==> src/rtl/inst_queue_pkg.sv <==
// Shared constants and helpers for the instruction fetch queue.
// Bus widths and the NOP encoding mirror the global pipeline defines.
package inst_queue_pkg;

    localparam int          InstAddrBus = 32;
    localparam int          InstBus     = 32;
    localparam logic [31:0] ZeroWord    = 32'h0000_0000;
    localparam logic [31:0] NopInst     = 32'h0000_0013;

    typedef enum logic [1:0] {
        CNT_HOLD,
        CNT_INC,
        CNT_DEC
    } count_op_e;

    // A simultaneous push and pop leaves the occupancy untouched.
    function automatic count_op_e count_op(input logic push, input logic pop);
        if (push && !pop) return CNT_INC;
        if (pop && !push) return CNT_DEC;
        return CNT_HOLD;
    endfunction

endpackage

==> src/rtl/inst_queue_fifo_ptr.sv <==
// Circular FIFO pointer (fifo_ptr): advances by one and wraps modulo DEPTH.
// A synchronous clear lets a pipeline flush rewind it at the next edge.
module inst_queue_fifo_ptr #(
    parameter int DEPTH = 4,
    parameter int PW    = $clog2(DEPTH)
) (
    input  logic          clk,
    input  logic          rst,
    input  logic          clear,
    input  logic          advance,
    output logic [PW-1:0] ptr
);

    // Explicit wrap keeps the pointer correct even if PW is ever widened.
    always_ff @(posedge clk or posedge rst) begin
        if (rst) begin
            ptr <= '0;
        end else if (clear) begin
            ptr <= '0;
        end else if (advance) begin
            ptr <= (ptr == PW'(DEPTH - 1)) ? '0 : ptr + PW'(1);
        end
    end

endmodule

==> src/rtl/inst_queue.sv <==
// Instruction fetch queue: circular FIFO of instruction/PC pairs between fetch and decode.
// Head is first-word-fall-through; an empty queue presents a NOP at PC 0.
module inst_queue
    import inst_queue_pkg::*;
#(
    parameter int             DEPTH = 4,
    parameter int             AW    = InstAddrBus,
    parameter int             DW    = InstBus,
    parameter logic [DW-1:0]  NOP   = DW'(NopInst)
) (
    input  logic                       clk,
    input  logic                       rst,
    input  logic                       I_valid,
    input  logic [DW-1:0]              I_inst,
    input  logic [AW-1:0]              I_inst_addr,
    output logic                       O_stallreq,
    input  logic                       I_flush,
    output logic                       O_valid,
    output logic [DW-1:0]              O_inst,
    output logic [AW-1:0]              O_inst_addr,
    input  logic                       I_ready,
    output logic [$clog2(DEPTH+1)-1:0] O_count
);

    localparam int PW = $clog2(DEPTH);
    localparam int CW = $clog2(DEPTH + 1);

    logic [DW-1:0] mem_inst [DEPTH];
    logic [AW-1:0] mem_addr [DEPTH];

    logic [PW-1:0] rptr;
    logic [PW-1:0] wptr;
    logic [CW-1:0] count;

    logic empty;
    logic full;
    logic pop;
    logic push;

    // Flush masks both handshakes so nothing moves in the cycle it is raised.
    always_comb begin
        empty      = (count == '0);
        full       = (count == CW'(DEPTH));
        O_valid    = !empty && !I_flush;
        pop        = O_valid && I_ready;
        push       = I_valid && !I_flush && (!full || pop);
        O_stallreq = I_valid && !I_flush && full && !pop;
    end

    always_comb begin
        O_inst      = NOP;
        O_inst_addr = AW'(ZeroWord);
        if (!empty) begin
            O_inst      = mem_inst[rptr];
            O_inst_addr = mem_addr[rptr];
        end
    end

    inst_queue_fifo_ptr #(.DEPTH(DEPTH), .PW(PW)) u_rptr (
        .clk     (clk),
        .rst     (rst),
        .clear   (I_flush),
        .advance (pop),
        .ptr     (rptr)
    );

    inst_queue_fifo_ptr #(.DEPTH(DEPTH), .PW(PW)) u_wptr (
        .clk     (clk),
        .rst     (rst),
        .clear   (I_flush),
        .advance (push),
        .ptr     (wptr)
    );

    // Storage is deliberately left unreset; count and pointers define validity.
    always_ff @(posedge clk) begin
        if (push) begin
            mem_inst[wptr] <= I_inst;
            mem_addr[wptr] <= I_inst_addr;
        end
    end

    always_ff @(posedge clk or posedge rst) begin
        if (rst) begin
            count <= '0;
        end else if (I_flush) begin
            count <= '0;
        end else begin
            unique case (count_op(push, pop))
                CNT_INC:  count <= count + CW'(1);
                CNT_DEC:  count <= count - CW'(1);
                default:  count <= count;
            endcase
        end
    end

    assign O_count = count;

endmodule

==> config.mk <==
export PLATFORM = sky130hd
export DESIGN_NAME = inst_queue
export DESIGN_NICKNAME = d
export VERILOG_FILES = /design/src/rtl/inst_queue_pkg.sv /design/src/rtl/inst_queue_fifo_ptr.sv /design/src/rtl/inst_queue.sv
export SDC_FILE = /design/constraint.sdc
export NUM_CORES = 1
export LEC_CHECK = 0
export CORE_MARGIN = 10
export CORE_UTILIZATION = 30
export DETAILED_ROUTE_END_ITERATION = 8
export DONT_BUFFER_PORTS = 1
export GPL_TIMING_DRIVEN = 0
export REMOVE_ABC_BUFFERS = 1
export SETUP_SLACK_MARGIN = 0.05
export SYNTH_ARGS = -nofsm -noshare
export SYNTH_HDL_FRONTEND = slang
export SYNTH_SLANG_ARGS = --single-unit
==> constraint.sdc <==
create_clock -name clk -period 3.1 [get_ports clk]
set_clock_uncertainty 0.2 [all_clocks]
set_input_delay 0.31 -clock clk [delete_from_list [all_inputs] [get_ports clk]]
set_output_delay 0.31 -clock clk [all_outputs]
set_load 0.03 [all_outputs]
==> run summary <==
In this run the vertical extent of the chip is 205 µm. Hold timing on the final database bottoms out at a slack of 0.0392 ns. TritonCTS built the clock tree. The buffer depth of the longest clock path was 3. The master of the slowest instance on the critical path was sky130_fd_sc_hd__dfrtp_4. In the layout the commonest cells are sky130_fd_sc_hd__edfxtp_1 (256), sky130_fd_sc_hd__dlygate4sd3_1 (72), sky130_fd_sc_hd__mux4_2 (64), sky130_fd_sc_hd__nor2b_1 (49), sky130_fd_sc_hd__clkbuf_16 (29). The path with the worst hold slack has its endpoint at u_wptr.ptr[1]$_DFFE_PP0P_. Walking the worst path, the cells encountered are buf_12 > mux4_2 > nor2b_1. Summing the areas of all fa, ha and maj instances in the mapped netlist gives 0.807% of the synthesized area. The delay of the slowest cell on the worst path is 0.75 ns.

The logs give 1 for the number of levels the H-tree was split into and 3,039 for the number of filler instances in the final layout. The detailed-placement wirelength estimate is 13,500 µm. The via count of the first global-routing pass is 5,249, and the standard-cell row count is 67.

The tools report the capture point of the worst reg-to-reg path as mem_addr[2][28]$_DFFE_PP_. From left edge to right edge, the die measures 205 µm. The logs give 28 for the number of CTS-inserted buffers and 31,700 µm for the wire length of the first global-routing pass. Counting cells, the worst reg-to-reg path comes to 4. Broken down by cell family, the worst path's largest delay share belongs to flip-flops.

The clock period could shrink to 2.92 ns. In the routed design, unresolved DRC markers number 0. After detailed placement, the total cell area comes to 0.0108 mm². Buffering stage count on the worst path with inverters included: 1. For the leakage power figure, the log shows 3.91 nW. The core footprint is 0.0336 mm². Yosys mapped the design onto 35 distinct sky130hd cell types.

The flow ran to the end, and the final reports show no timing, DRC or antenna violations. The via count normalized by instance count is 4.58. The hold violation count in the final report is 0. The tool flagged a number of max-cap violations equal to 0. The tools report the fmax as 343 MHz. The logs give 0 for the synthesis warning total and 0.0126 mm² for the post-route standard cell area excluding fillers. Once detail routing completed, the nets flagged for antenna violations numbered 0.

CTS saw 263 sinks. The endpoint type of the worst setup path is an output pin. The synthesized-area fraction occupied by ao, oa, aoi and oai cells is 0.746%. Setup slack on the worst reg-to-reg path comes out at 0.29 ns. The portion of the post-synthesis area used by sequential elements came out at 76.8%.

In this run the clock root is driven by a sky130_fd_sc_hd__clkbuf_16. Across all setup checks in the final design, the least slack found is 0.183 ns. The run gives 0.0419 mm² as the die area. The logs give 1 for the number of antenna violations at the first check in global routing and 0.00787 mm² for the register area. The tools report the all-layer global routing usage as 9.84%. For the aggregate routed wire length, the log shows 21,200 µm. The final setup violation count is 0, and the signed area change from the synthesized netlist to the final layout is 23.0%.

The final layout net count is 636, and the clock network latency to the later pin of the worst-skew pair is 0.54 ns. Measured against its own limit, the worst slew margin works out to 49.3%. At the pin with the least slew margin, the transition time is 0.758 ns. The worst-case IR drop observed on VDD is 0.390 mV. The mean cell area of the mapped netlist came out at 21.8 µm². Setup repair after global routing left no endpoint under its margin. For the final core utilization, the log shows 37.4%. The max-slew violation count is 0, and the synthesized instance count is 469. For the pin count of the biggest net entering global routing, the log shows 36. The first TritonRoute pass finished after 4 iterations. The total power draw came out at 8.44 mW.

The initial cell density of the core was 30.4%; the peak fanout along the critical path was 34. The global-route congestion overflow total came out at 0. In this run the worst hold path is classified as input pin to register.

Data on the critical path is required at its endpoint by 2.59 ns. The simple-gate share of the synthesized area is 5.23%, and the worst setup timing slack at the placement stage is 0.0400 ns. The register bit total from synthesis was 263; the area of the mapped netlist was 0.0102 mm². Data arrives at the worst endpoint at 2.41 ns. STA classifies the critical path startpoint as a register. The worst register-to-register path begins at O_count[0]$_DFFE_PP0P_. The proportion of synthesized area in mux cells works out to 14.4%. In this run the most critical hold path is launched from I_ready. By area, the combinational part of the netlist is dominated by multiplexers. The count of buffers added on input and output ports is 0. The tools report the global placer's final weighted congestion as 0.714. Detailed routing inserted a total of 4,708 vias. Category of the critical setup timing path: register to output pin. In the finished design, the share of the clock period the worst path needs comes to 94.1%. After Yosys synthesis, XOR and XNOR cells account for 0.171% of the synthesized area.

Clock-pin slew was measured on the worst setup and hold paths at 0.06 ns. Dividing the detail-routed wire length by the instance count gives 20.6 µm. The worst hold path passes through 3 cells.

The run gives 0.00223 mm² as the combined area of the multi-input logic cells. The fraction of final layout cells sized beyond drive strength 1 was 25.0%; the power density normalized to cell area was 671 mW/mm². For this block, the initial DRC count from the detailed router was 215. 138 I/O pins were placed. The commonest non-fill, non-tap cell in the layout was sky130_fd_sc_hd__edfxtp_1.
state kept, by name, summed over array words and instances (netlist names):
signal	cells
u_rptr.ptr	2
mem_addr	128
u_wptr.ptr	2
O_count	3
mem_inst	128
timing repair:
item | 4_1_cts | 5_1_grt
gates resized for setup | 2 | 11
buffers inserted | 6 | 0
cloned | 0 | 0
endpoints found under the setup margin | 54 | 11
pin swaps | 1 | 0
hold buffers | 72 | 0
endpoints found under the hold margin | 270 | 0
kinds of logic (layout without fill, tap and decap cells):
family | Yosys count | after routing
AND/OR/NAND/NOR | 90 | 90
adder cells (fa/ha/maj) | 6 | 6
multiplexers | 67 | 67
other | 0 | 1
flip-flops | 263 | 263
AO/OA/AOI/OAI | 10 | 10
buffers and inverters | 31 | 142
XOR/XNOR | 2 | 2
Yosys cell counts:
cell type / count / area [µm²]
sky130_fd_sc_hd__inv_1: 5 / 18.8
sky130_fd_sc_hd__a31oi_2: 1 / 12.5
sky130_fd_sc_hd__o31ai_1: 1 / 7.51
sky130_fd_sc_hd__mux2_1: 2 / 22.5
sky130_fd_sc_hd__dfrtp_1: 7 / 175
sky130_fd_sc_hd__fa_1: 1 / 20.0
sky130_fd_sc_hd__nand3_1: 3 / 15.0
sky130_fd_sc_hd__or3_1: 2 / 12.5
sky130_fd_sc_hd__nor2b_1: 61 / 382
sky130_fd_sc_hd__a211oi_1: 1 / 7.51
sky130_fd_sc_hd__or2_2: 1 / 6.26
sky130_fd_sc_hd__nor4_1: 1 / 6.26
sky130_fd_sc_hd__buf_6: 6 / 67.6
sky130_fd_sc_hd__clkinv_1: 1 / 3.75
sky130_fd_sc_hd__mux4_2: 64 / 1440
sky130_fd_sc_hd__nor3_2: 1 / 10.0
sky130_fd_sc_hd__ha_1: 5 / 62.6
sky130_fd_sc_hd__clkbuf_1: 8 / 30.0
sky130_fd_sc_hd__edfxtp_1: 256 / 7690
sky130_fd_sc_hd__buf_4: 3 / 22.5
sky130_fd_sc_hd__buf_2: 8 / 40.0
sky130_fd_sc_hd__and2_1: 4 / 25.0
sky130_fd_sc_hd__nor2_1: 9 / 33.8
sky130_fd_sc_hd__or3b_1: 1 / 8.76
sky130_fd_sc_hd__a21oi_1: 2 / 10.0
sky130_fd_sc_hd__o2111ai_1: 2 / 17.5
sky130_fd_sc_hd__xor2_1: 1 / 8.76
sky130_fd_sc_hd__a31oi_1: 1 / 6.26
sky130_fd_sc_hd__o211ai_1: 1 / 7.51
sky130_fd_sc_hd__o21bai_1: 1 / 7.51
sky130_fd_sc_hd__nand2b_1: 1 / 6.26
sky130_fd_sc_hd__xnor2_1: 1 / 8.76
sky130_fd_sc_hd__nand2_1: 3 / 11.3
sky130_fd_sc_hd__mux2i_1: 1 / 10.0
sky130_fd_sc_hd__or2_1: 3 / 18.8
worst register-to-register path, delay by kind of cell, from the launching register on:
| family | cells | cell delay [ns] |
|---|---|---|
| AOI/OAI and AO/OA | 1 | 0.41 |
| buffers and inverters | 1 | 0.30 |
| DFF | 1 | 0.73 |
| and+or+nand+nor | 2 | 0.81 |
how the worst max path moves through the flow:
stage,start,to,cells after the start
final,u_rptr.ptr[1]$_DFFE_PP0P_,O_inst_addr[16],3
after CTS,O_count[2]$_DFFE_PP0P_,O_inst[3],5
after global routing,u_rptr.ptr[1]$_DFFE_PP0P_,O_inst[26],3
after floorplan,O_count[0]$_DFFE_PP0P_,O_count[2]$_DFFE_PP0P_,6
after global placement,O_count[0]$_DFFE_PP0P_,O_count[2]$_DFFE_PP0P_,6
after detailed placement,O_count[0]$_DFFE_PP0P_,O_count[2]$_DFFE_PP0P_,6
report_power, final:
group          switching (mW)  internal (mW)  total, mW
Combinational           0.682          0.413       1.10
Sequential             0.0575           4.05       4.11
Clock                    1.29           1.94       3.24
Total                    2.03           6.41       8.44
layout make-up:
class                   count  share of cell area, %
inverters                   6                  0.179
diodes                      1                 0.0199
repair buffers             87                   7.86
clock inverters            17                   1.32
multi-input cells         175                   17.7
flip-flops and latches    263                   62.6
well taps                 448                   4.46
clock buffers              32                   5.86
layer usage:
layer | track usage (%) | wire length [µm]
met5 | 0 | 0
met4 | 2.72 | 431
met3 | 3.05 | 1430
met2 | 16.9 | 10700
met1 | 11.7 | 8600
through the flow:
step           setup TNS [ns]  instances
2_1_floorplan         -112.22        444
3_3_place_gp          -560.69        892
3_5_place_dp                0        901
4_1_cts                     0       1028
5_1_grt                     0       1028
6_report                    0       1029
No activity file was read; power rests on OpenSTA's default activity.
